### config.mk
export PLATFORM = sky130hd
export DESIGN_NAME = seq_divider_mux
export DESIGN_NICKNAME = d
export VERILOG_FILES = /design/src/rtl/div_pkg.sv /design/src/rtl/div_step.sv /design/src/rtl/seq_divider_mux.sv
export SDC_FILE = /design/constraint.sdc
export NUM_CORES = 1
export LEC_CHECK = 0
export ABC_AREA = 1
export CAP_MARGIN = 20
export CORE_MARGIN = 2
export CORE_UTILIZATION = 50
export CTS_BUF_LIST = sky130_fd_sc_hd__clkbuf_8
export DETAILED_ROUTE_END_ITERATION = 8
export HOLD_SLACK_MARGIN = 0.12
export PLACE_DENSITY = 0.88
export RECOVER_POWER = 50
export SKIP_CTS_REPAIR_TIMING = 1
export SLEW_MARGIN = 5
export SYNTH_ARGS = -nofsm -noshare
export SYNTH_HDL_FRONTEND = slang
export SYNTH_SLANG_ARGS = --single-unit
### constraint.sdc
create_clock -name clk -period 1.95 [get_ports clk]
set_clock_uncertainty 0.05 [all_clocks]
set_input_delay 0.2925 -clock clk [delete_from_list [all_inputs] [get_ports clk]]
set_output_delay 0.2925 -clock clk [all_outputs]
set_load 0.01 [all_outputs]
### src/rtl/div_pkg.sv
// Shared types and helpers for the sequential divider: FSM state encoding,
// the divide-by-zero quotient pattern and the channel wrap rule.
package div_pkg;

    typedef enum logic [1:0] {
        IDLE = 2'd0,
        RUN  = 2'd1,
        FIN  = 2'd2
    } state_t;

    localparam int unsigned MAX_W = 64;

    // All-ones pattern of width w; callers truncate to their own WIDTH.
    function automatic logic [MAX_W-1:0] div0_quotient(input int unsigned w);
        return {MAX_W{1'b1}} >> (MAX_W - w);
    endfunction

    function automatic int unsigned next_ch(input int unsigned sel, input int unsigned num_ch);
        return (sel + 1 >= num_ch) ? 0 : sel + 1;
    endfunction

endpackage

### src/rtl/div_step.sv
// One restoring-division step: shift the next dividend bit into the partial
// remainder, subtract the divisor and keep the result if it did not borrow.
module div_step #(
    parameter int WIDTH = 8
) (
    input  logic [WIDTH-1:0] rem,
    input  logic [WIDTH-1:0] q,
    input  logic [WIDTH-1:0] divisor,
    output logic [WIDTH-1:0] rem_next,
    output logic [WIDTH-1:0] q_next
);

    logic [WIDTH:0] shifted;
    logic [WIDTH:0] trial;

    always_comb begin
        shifted = {rem, q[WIDTH-1]};
        trial   = shifted - {1'b0, divisor};
        if (!trial[WIDTH]) begin
            rem_next = trial[WIDTH-1:0];
            q_next   = {q[WIDTH-2:0], 1'b1};
        end else begin
            rem_next = shifted[WIDTH-1:0];
            q_next   = {q[WIDTH-2:0], 1'b0};
        end
    end

endmodule

### src/rtl/seq_divider_mux.sv
// Multi-cycle channel-select divider: channel k divides operand k by operand
// k+1 (wrapping), one quotient bit per clock behind a start/busy/done handshake.
//
//   state | meaning
//   ------+---------------------------------------------------------------
//   IDLE  | waiting for start
//   RUN   | one restoring step per clock, WIDTH steps
//   FIN   | results valid, done high for one cycle; may accept a new start
module seq_divider_mux
    import div_pkg::*;
#(
    parameter  int WIDTH  = 8,
    parameter  int NUM_CH = 4,
    localparam int SEL_W  = $clog2(NUM_CH)
) (
    input  logic                    clk,
    input  logic                    rst_n,
    input  logic                    start,
    input  logic [SEL_W-1:0]        sel,
    input  logic [NUM_CH*WIDTH-1:0] operands,
    output logic                    busy,
    output logic                    done,
    output logic [WIDTH-1:0]        quotient,
    output logic [WIDTH-1:0]        remainder,
    output logic                    error
);

    localparam int CNT_W = $clog2(WIDTH);
    localparam logic [WIDTH-1:0] DIV0_QUOTIENT = WIDTH'(div0_quotient(WIDTH));

    state_t state, state_n;

    logic [WIDTH-1:0] ch_op [NUM_CH];
    logic             sel_ok;
    logic [SEL_W-1:0] nxt_idx;
    logic [WIDTH-1:0] dividend_sel;
    logic [WIDTH-1:0] divisor_sel;
    logic             div0;
    logic             accept;

    logic [WIDTH-1:0] rem_r;
    logic [WIDTH-1:0] q_r;
    logic [WIDTH-1:0] divisor_r;
    logic [CNT_W-1:0] cnt;
    logic             last;
    logic [WIDTH-1:0] rem_n;
    logic [WIDTH-1:0] q_n;

    always_comb begin
        for (int k = 0; k < NUM_CH; k++) begin
            ch_op[k] = operands[k*WIDTH +: WIDTH];
        end
    end

    // An out-of-range select (only possible for non-power-of-2 NUM_CH)
    // yields a zero divisor and so takes the divide-by-zero path.
    always_comb begin
        sel_ok       = (32'(sel) < NUM_CH);
        nxt_idx      = SEL_W'(next_ch(32'(sel), NUM_CH));
        dividend_sel = sel_ok ? ch_op[sel]     : '0;
        divisor_sel  = sel_ok ? ch_op[nxt_idx] : '0;
        div0         = (divisor_sel == '0);
        accept       = start && (state != RUN);
        last         = (cnt == CNT_W'(WIDTH - 1));
    end

    div_step #(
        .WIDTH (WIDTH)
    ) u_step (
        .rem      (rem_r),
        .q        (q_r),
        .divisor  (divisor_r),
        .rem_next (rem_n),
        .q_next   (q_n)
    );

    always_ff @(posedge clk or negedge rst_n) begin
        if (!rst_n) begin
            state <= IDLE;
        end else begin
            state <= state_n;
        end
    end

    always_comb begin
        state_n = state;
        case (state)
            IDLE: begin
                if (accept) state_n = div0 ? FIN : RUN;
            end
            RUN: begin
                if (last) state_n = FIN;
            end
            FIN: begin
                if (accept) state_n = div0 ? FIN : RUN;
                else        state_n = IDLE;
            end
            default: state_n = IDLE;
        endcase
    end

    // Result registers load only on the edge entering FIN.
    always_ff @(posedge clk or negedge rst_n) begin
        if (!rst_n) begin
            rem_r     <= '0;
            q_r       <= '0;
            divisor_r <= '0;
            cnt       <= '0;
            quotient  <= '0;
            remainder <= '0;
            error     <= 1'b0;
        end else if (accept) begin
            if (div0) begin
                quotient  <= DIV0_QUOTIENT;
                remainder <= dividend_sel;
                error     <= 1'b1;
            end else begin
                rem_r     <= '0;
                q_r       <= dividend_sel;
                divisor_r <= divisor_sel;
                cnt       <= '0;
            end
        end else if (state == RUN) begin
            rem_r <= rem_n;
            q_r   <= q_n;
            cnt   <= cnt + 1'b1;
            if (last) begin
                quotient  <= q_n;
                remainder <= rem_n;
                error     <= 1'b0;
            end
        end
    end

    assign busy = (state == RUN);
    assign done = (state == FIN);

endmodule

==> results.ini <==
[job]
maxCapViolations=0

[worst_setup_path]
crit_type=flop to flop
cp-end-kind=flop
r2r_cells=14
cp.arrival_ns=2.29
crit_path_start_kind=flop
endpoint=remainder[5]
crit_start=q_r[7]
required_ns=2.10
timing.rr.start=q_r[7]
worst-path-max-fanout=5
r2r_end=remainder[5]
rrSetupSlack_ns=-0.19

[yosys]
synth_xor_area_frac=0.00828
synthCells=477
synth_simple_gate_area_frac=0.420
yosys.area.top_type=dfrtp_1
ys_top_cells_by_area=dfrtp_1 (36%), nand2_1 (22%), nand3_1 (13%)
syn_area_per_cell_um2=6.65
synth_seq_cells=46
synth_compound_area_frac=0.0682
yosysSeqAreaShare=0.363
synth_top_flop_cell=dfrtp_1
synthArstFlopShare=1.00
synth_edf_count=0
syn_area_um2=3170
synth_fp_nets=526
yosys.area.top_type_share=0.363
synth.area.mux_share=0.00315
yosysUniqueCellTypes=28
synth_top_family_by_area=simple AND/OR/NAND/NOR gates
yosys_warnings=0
synth_fa_ha_area_frac=0.0497

[cts]
tritoncts=yes
clock-sinks=46
clk_pin_slew_ns=0.09
cts-root-buf=clkbuf_8
clk_latency_ns=0.31
htree_levels=2
clk_path_buf_depth=2
numCtsBuffers=5

[place]
dp_hpwl_um=6680
gp_congestion=0.915
port_buffers=55
dpl_worst_slack_ns=-0.459

[sta]
timing.hold.ws_ns=0.428
min_period_ns=2.14
finalMaxSlewViolations=0
layout_worst_path_cycle_share=1.10
worstMarginPinSlew_ns=1.25
max_freq_ghz=0.468
finalHoldViolations=0
setup_viol=18
fin_ws_ns=-0.186
rsz0062_at_grt=true
slew_headroom=0.163

[final_layout]
postLayoutCoreUtil=0.713
fillers=440
syn_to_final_growth_pct=40.3
drive_gt1_frac=0.167
final_cell_mix=nand2_1 (180), nand3_1 (66), clkdlybuf4s50_1 (52)
layout_commonest_cell=nand2_1
final_nets=612
antenna_cells=0

[die]
die_w_um=83.7
io_pins=56
core_um2=6240
fp-row-count=29
die_h_um=83.7
dieArea_um2=7000
start_util=0.508

[drt]
routedWlPerCell_um=16.2
dr.first_iter.drc_count=458
routed_via_density=5.73
ant_nets=0
vias=3673
totalWireLength_um=10400
drc_errors=0
first_pass_iters=6

[grt]
grt_busiest_layer=met2
grt_pass1_vias=3224
antenna_found_initial=0
use_met3=0.0336
use_met1=0.368
grt_use_total=0.263
grt_overflow=0
use_met2=0.430
grt_pass1_wl_um=15200
grt_max_degree=26

[power]
irDropWorstVdd_mv=1.32
powerDensity_nw_per_um2=1620
p_leak_nw=2.33

[status]
failed_checks=negative setup slack
status=complete, but fails checks

[worst_hold_path]
hp-class=flop to flop
whs_path_depth=2

-- sequential cells by signal (all words and copies together) (netlist names) --
signal     flops
rem_r          8
state          2
error          1
divisor_r      8
quotient       8
remainder      8
q_r            8
cnt            3
-- how the worst min path moves through the flow --
stage	startpoint	endpoint	slack, ns
after floorplan	rst_n	cnt[0]	-0.05
after CTS	rst_n	cnt[2]	-0.08
after global routing	q_r[4]	q_r[4]	0.45
final	q_r[6]	q_r[6]	0.43
after global placement	rst_n	state[1]	0.24
after detailed placement	rst_n	cnt[2]	0.26
-- kinds of logic after synthesis --
| logic type | count (synthesis) |
|---|---|
| adders and majority gates | 12 |
| and+or+nand+nor | 310 |
| xor gates and xnor gates | 3 |
| DFF | 46 |
| AOI/OAI and AO/OA | 43 |
| buffers and inverters | 62 |
| muxes | 1 |
-- cell usage after synthesis, types with 2 or more instances --
| cell | number |
|---|---|
| buf_4 | 2 |
| clkbuf_1 | 5 |
| dfrtp_1 | 46 |
| a21oi_1 | 3 |
| buf_6 | 4 |
| nand2_4 | 3 |
| inv_1 | 40 |
| nor2_4 | 2 |
| xor2_1 | 2 |
| nand2_1 | 188 |
| o21ai_0 | 31 |
| inv_2 | 3 |
| nor2_2 | 2 |
| or2_2 | 2 |
| buf_2 | 6 |
| nor2_1 | 29 |
| o21ai_1 | 8 |
| ha_1 | 11 |
| nand3_1 | 81 |
-- metrics by stage --
stage / std cells / TNS [ns] / area (um^2) / power, mW
final: 641 / -2.45 / 4450 / 7.21
after global routing: 641 / -5.14 / 4450 / 7.74
after global placement: 625 / -16.39 / 3980 / 5.26
after floorplan: 477 / 0 / 3180 / 4.05
after detailed placement: 625 / -19.04 / 3980 / 5.43
after CTS: 633 / -5.36 / 4120 / 6.36
-- critical path, stage by stage, from the launching register on --
cell,delay [ns]
dfrtp_1,0.40
inv_1,0.07
ha_1,0.15
inv_2,0.06
fa_2,0.36
nand2_2,0.09
nand2_2,0.08
nand3_4,0.13
nand2_4,0.08
nand2_4,0.12
nand2_4,0.09
nand3_1,0.10
nand3_1,0.11
nand2_1,0.09
nand2_1,0.05
-- per-layer routing --
| layer | vias up | wire length [um] |
|---|---|---|
| met2 | 189 | 5250 |
| met4 | 0 | 214 |
| li1 | 1701 | - |
| met1 | 1753 | 4130 |
| met3 | 30 | 781 |
| met5 | - | 0 |
-- report_power, final --
part           leakage [nW]  internal (mW)  switching, mW  total [mW]
Clock                0.0714          0.547          0.354       0.901
Sequential            0.578           1.39          0.297        1.69
Combinational          1.68           1.89           2.74        4.62
-- final cells by class --
type                            count  area [um^2]  share of cell area
Inverter                           44          168              0.0377
Clock buffer                        6         82.6              0.0186
Multi-Input combinational cell    371         1970               0.442
Timing Repair Buffer               95          925               0.208
Tap cell                           77         96.3              0.0216
Sequential cell                    46         1150               0.259
Clock inverter                      2         60.1              0.0135
No activity file was read; power rests on OpenSTA's default activity.
==> RTL change (same flow settings) <==
Re-encode `state_t` (3 states) as one-hot, 3 bits wide.
--- a/src/rtl/div_pkg.sv
+++ b/src/rtl/div_pkg.sv
@@ -3,8 +3,8 @@
 package div_pkg;
 
-    typedef enum logic [1:0] {
-        IDLE = 2'd0,
-        RUN  = 2'd1,
-        FIN  = 2'd2
+    typedef enum logic [2:0] {
+        IDLE = 3'b001,
+        RUN  = 3'b010,
+        FIN  = 3'b100
     } state_t;
 
Check against the original RTL: no difference found for any inputs over 4 cycles, from zero or initial values and one cycle with rst_n low; so few cycles prove little.
==> RTL change against the unedited design <==
  * The run still ends with setup timing left
  * Global-route usage decreased by 1.2 points
  * Synthesized cell count is 2.7% higher
  * Sequential cell count grew 1
  * Wire length is 1.7% lower
  * Die area increased by 2.7%
  * Worst setup slack better by 0.043 ns
  * Combinational power down 30%
  * Sequential share of layout area up 0.20 points
  * Synthesized area grew 2.8%
  * Total power down 23%
  * Cell area rose by 1.5%
  * Maximum frequency up 2.0%
==> RTL change: results (changes against the unedited design) <==
reg2reg setup slack -0.14 ns (+0.04 ns); PwrDens 1230 mW/mm^2 (-24%); Synth Area in XOR/XNOR 0.806% (-0.023 points); register area share after synthesis 36.1% (-0.18 points); top cells by area, synth dfrtp_1 (35%), nand2_1 (23%), nand3_1 (11%); critical path arrival 2.25 ns (-0.04 ns); CP max FO 4 (-1); placed insts 630 (+0.80%); DP Wirelength 6660 um (-0.26%); Layout Nets 621 (+1.5%); reg2reg path depth 14 (unchanged); synth unique cells 32 (+14%); Fin Hold WS 0.426 ns (-0.00190 ns); Pleak 2.40 nW (+2.9%); port buffer count 55 (unchanged); Final TNS setup -1.36 ns (+1.09 ns); Compound-Gate Fraction of Synth Area 7.21% (+0.39 points); failing checks setup timing; vias in the first global route 3,399 (+5.4%); Logic pwr share 58.1% (-6.0 points); Worst-path clk slew 0.09 ns (about the same); outcome finished with violations; DP Worst Slack -0.445 ns (+0.0133 ns); Post-Synth Adder-Cell Area 4.83% (-0.14 points); post-route insts no fill 650 (+1.4%); R2R Path Start q_r[7]; end of the worst hold path q_r[3]; part of the power in registers 26.6% (+3.2 points); Final GP Congestion 0.908 (-0.82%); Syn Nets 539 (+2.5%); switching pwr 2.56 mW (-25%); Worst VDD drop 1.51 mV (+14%); worst hold start q_r[3]; worst-margin pin slew 0.648 ns (-0.607 ns); Vias 3,738 (+1.8%); mux cell area share after synthesis 0.307% (-0.0086 points); DRT Wirelength 10,200 um (-1.7%); Post-DP Area 0.00399 mm^2 (+0.47%); 1st-iter DRT viols 341 (-26%); GRT Overall Usage 25.1% (-1.2 points); share of layout cells above drive strength 1 16.1% (-0.61 points); critical path endpoint remainder[3]; cell count after synthesis 490 (+2.7%); final number of setup-violating endpoints 18 (unchanged); first-pass GRT wire length 14,800 um (-2.4%); worst setup slack after layout -0.143 ns (+0.0428 ns); Pre-Repair DR Iteration Count 7 (+1); most frequent cells after synthesis nand2_1 (202), nand3_1 (74), dfrtp_1 (46); cts bufs inserted 5 (unchanged)
-- RTL change: cell types whose count changed after synthesis, sizes merged --
cell    delta
a21boi     +1
buf        -2
dfstp      +1
a31oi      +1
nand3      -7
nand2     +16
or2        -1
nor2       -4
clkinv     +1
nor3       +2
nand4      +1
inv        +3
o21ai      +1
-- RTL change: area by class of cell --
cell class / instances / area, um^2
clock inverters: 3 / 63.8
flip-flops and latches: 47 / 1180
well taps: 77 / 96.3
fillers: 485 / 1800
inverters: 48 / 188
repair buffers: 88 / 882
clock buffers: 5 / 68.8
multi-input cells: 382 / 2040
-- RTL change: metal layers --
metal / global-route usage (%) / up-vias / share of wire, %
li1: - / 1740 / -
met1: 32.6 / 1742 / 40
met2: 42.9 / 208 / 49
met3: 2.95 / 48 / 7.3
met4: 9.38 / 0 / 4.1
met5: 0 / - / 0
-- RTL change: critical path, delay by kind of cell, from the launching register on --
family	cells	cell delay [ns]
adders and majority gates	2	0.51
buffers and inverters	2	0.10
DFF	1	0.39
and+or+nand+nor	10	0.94
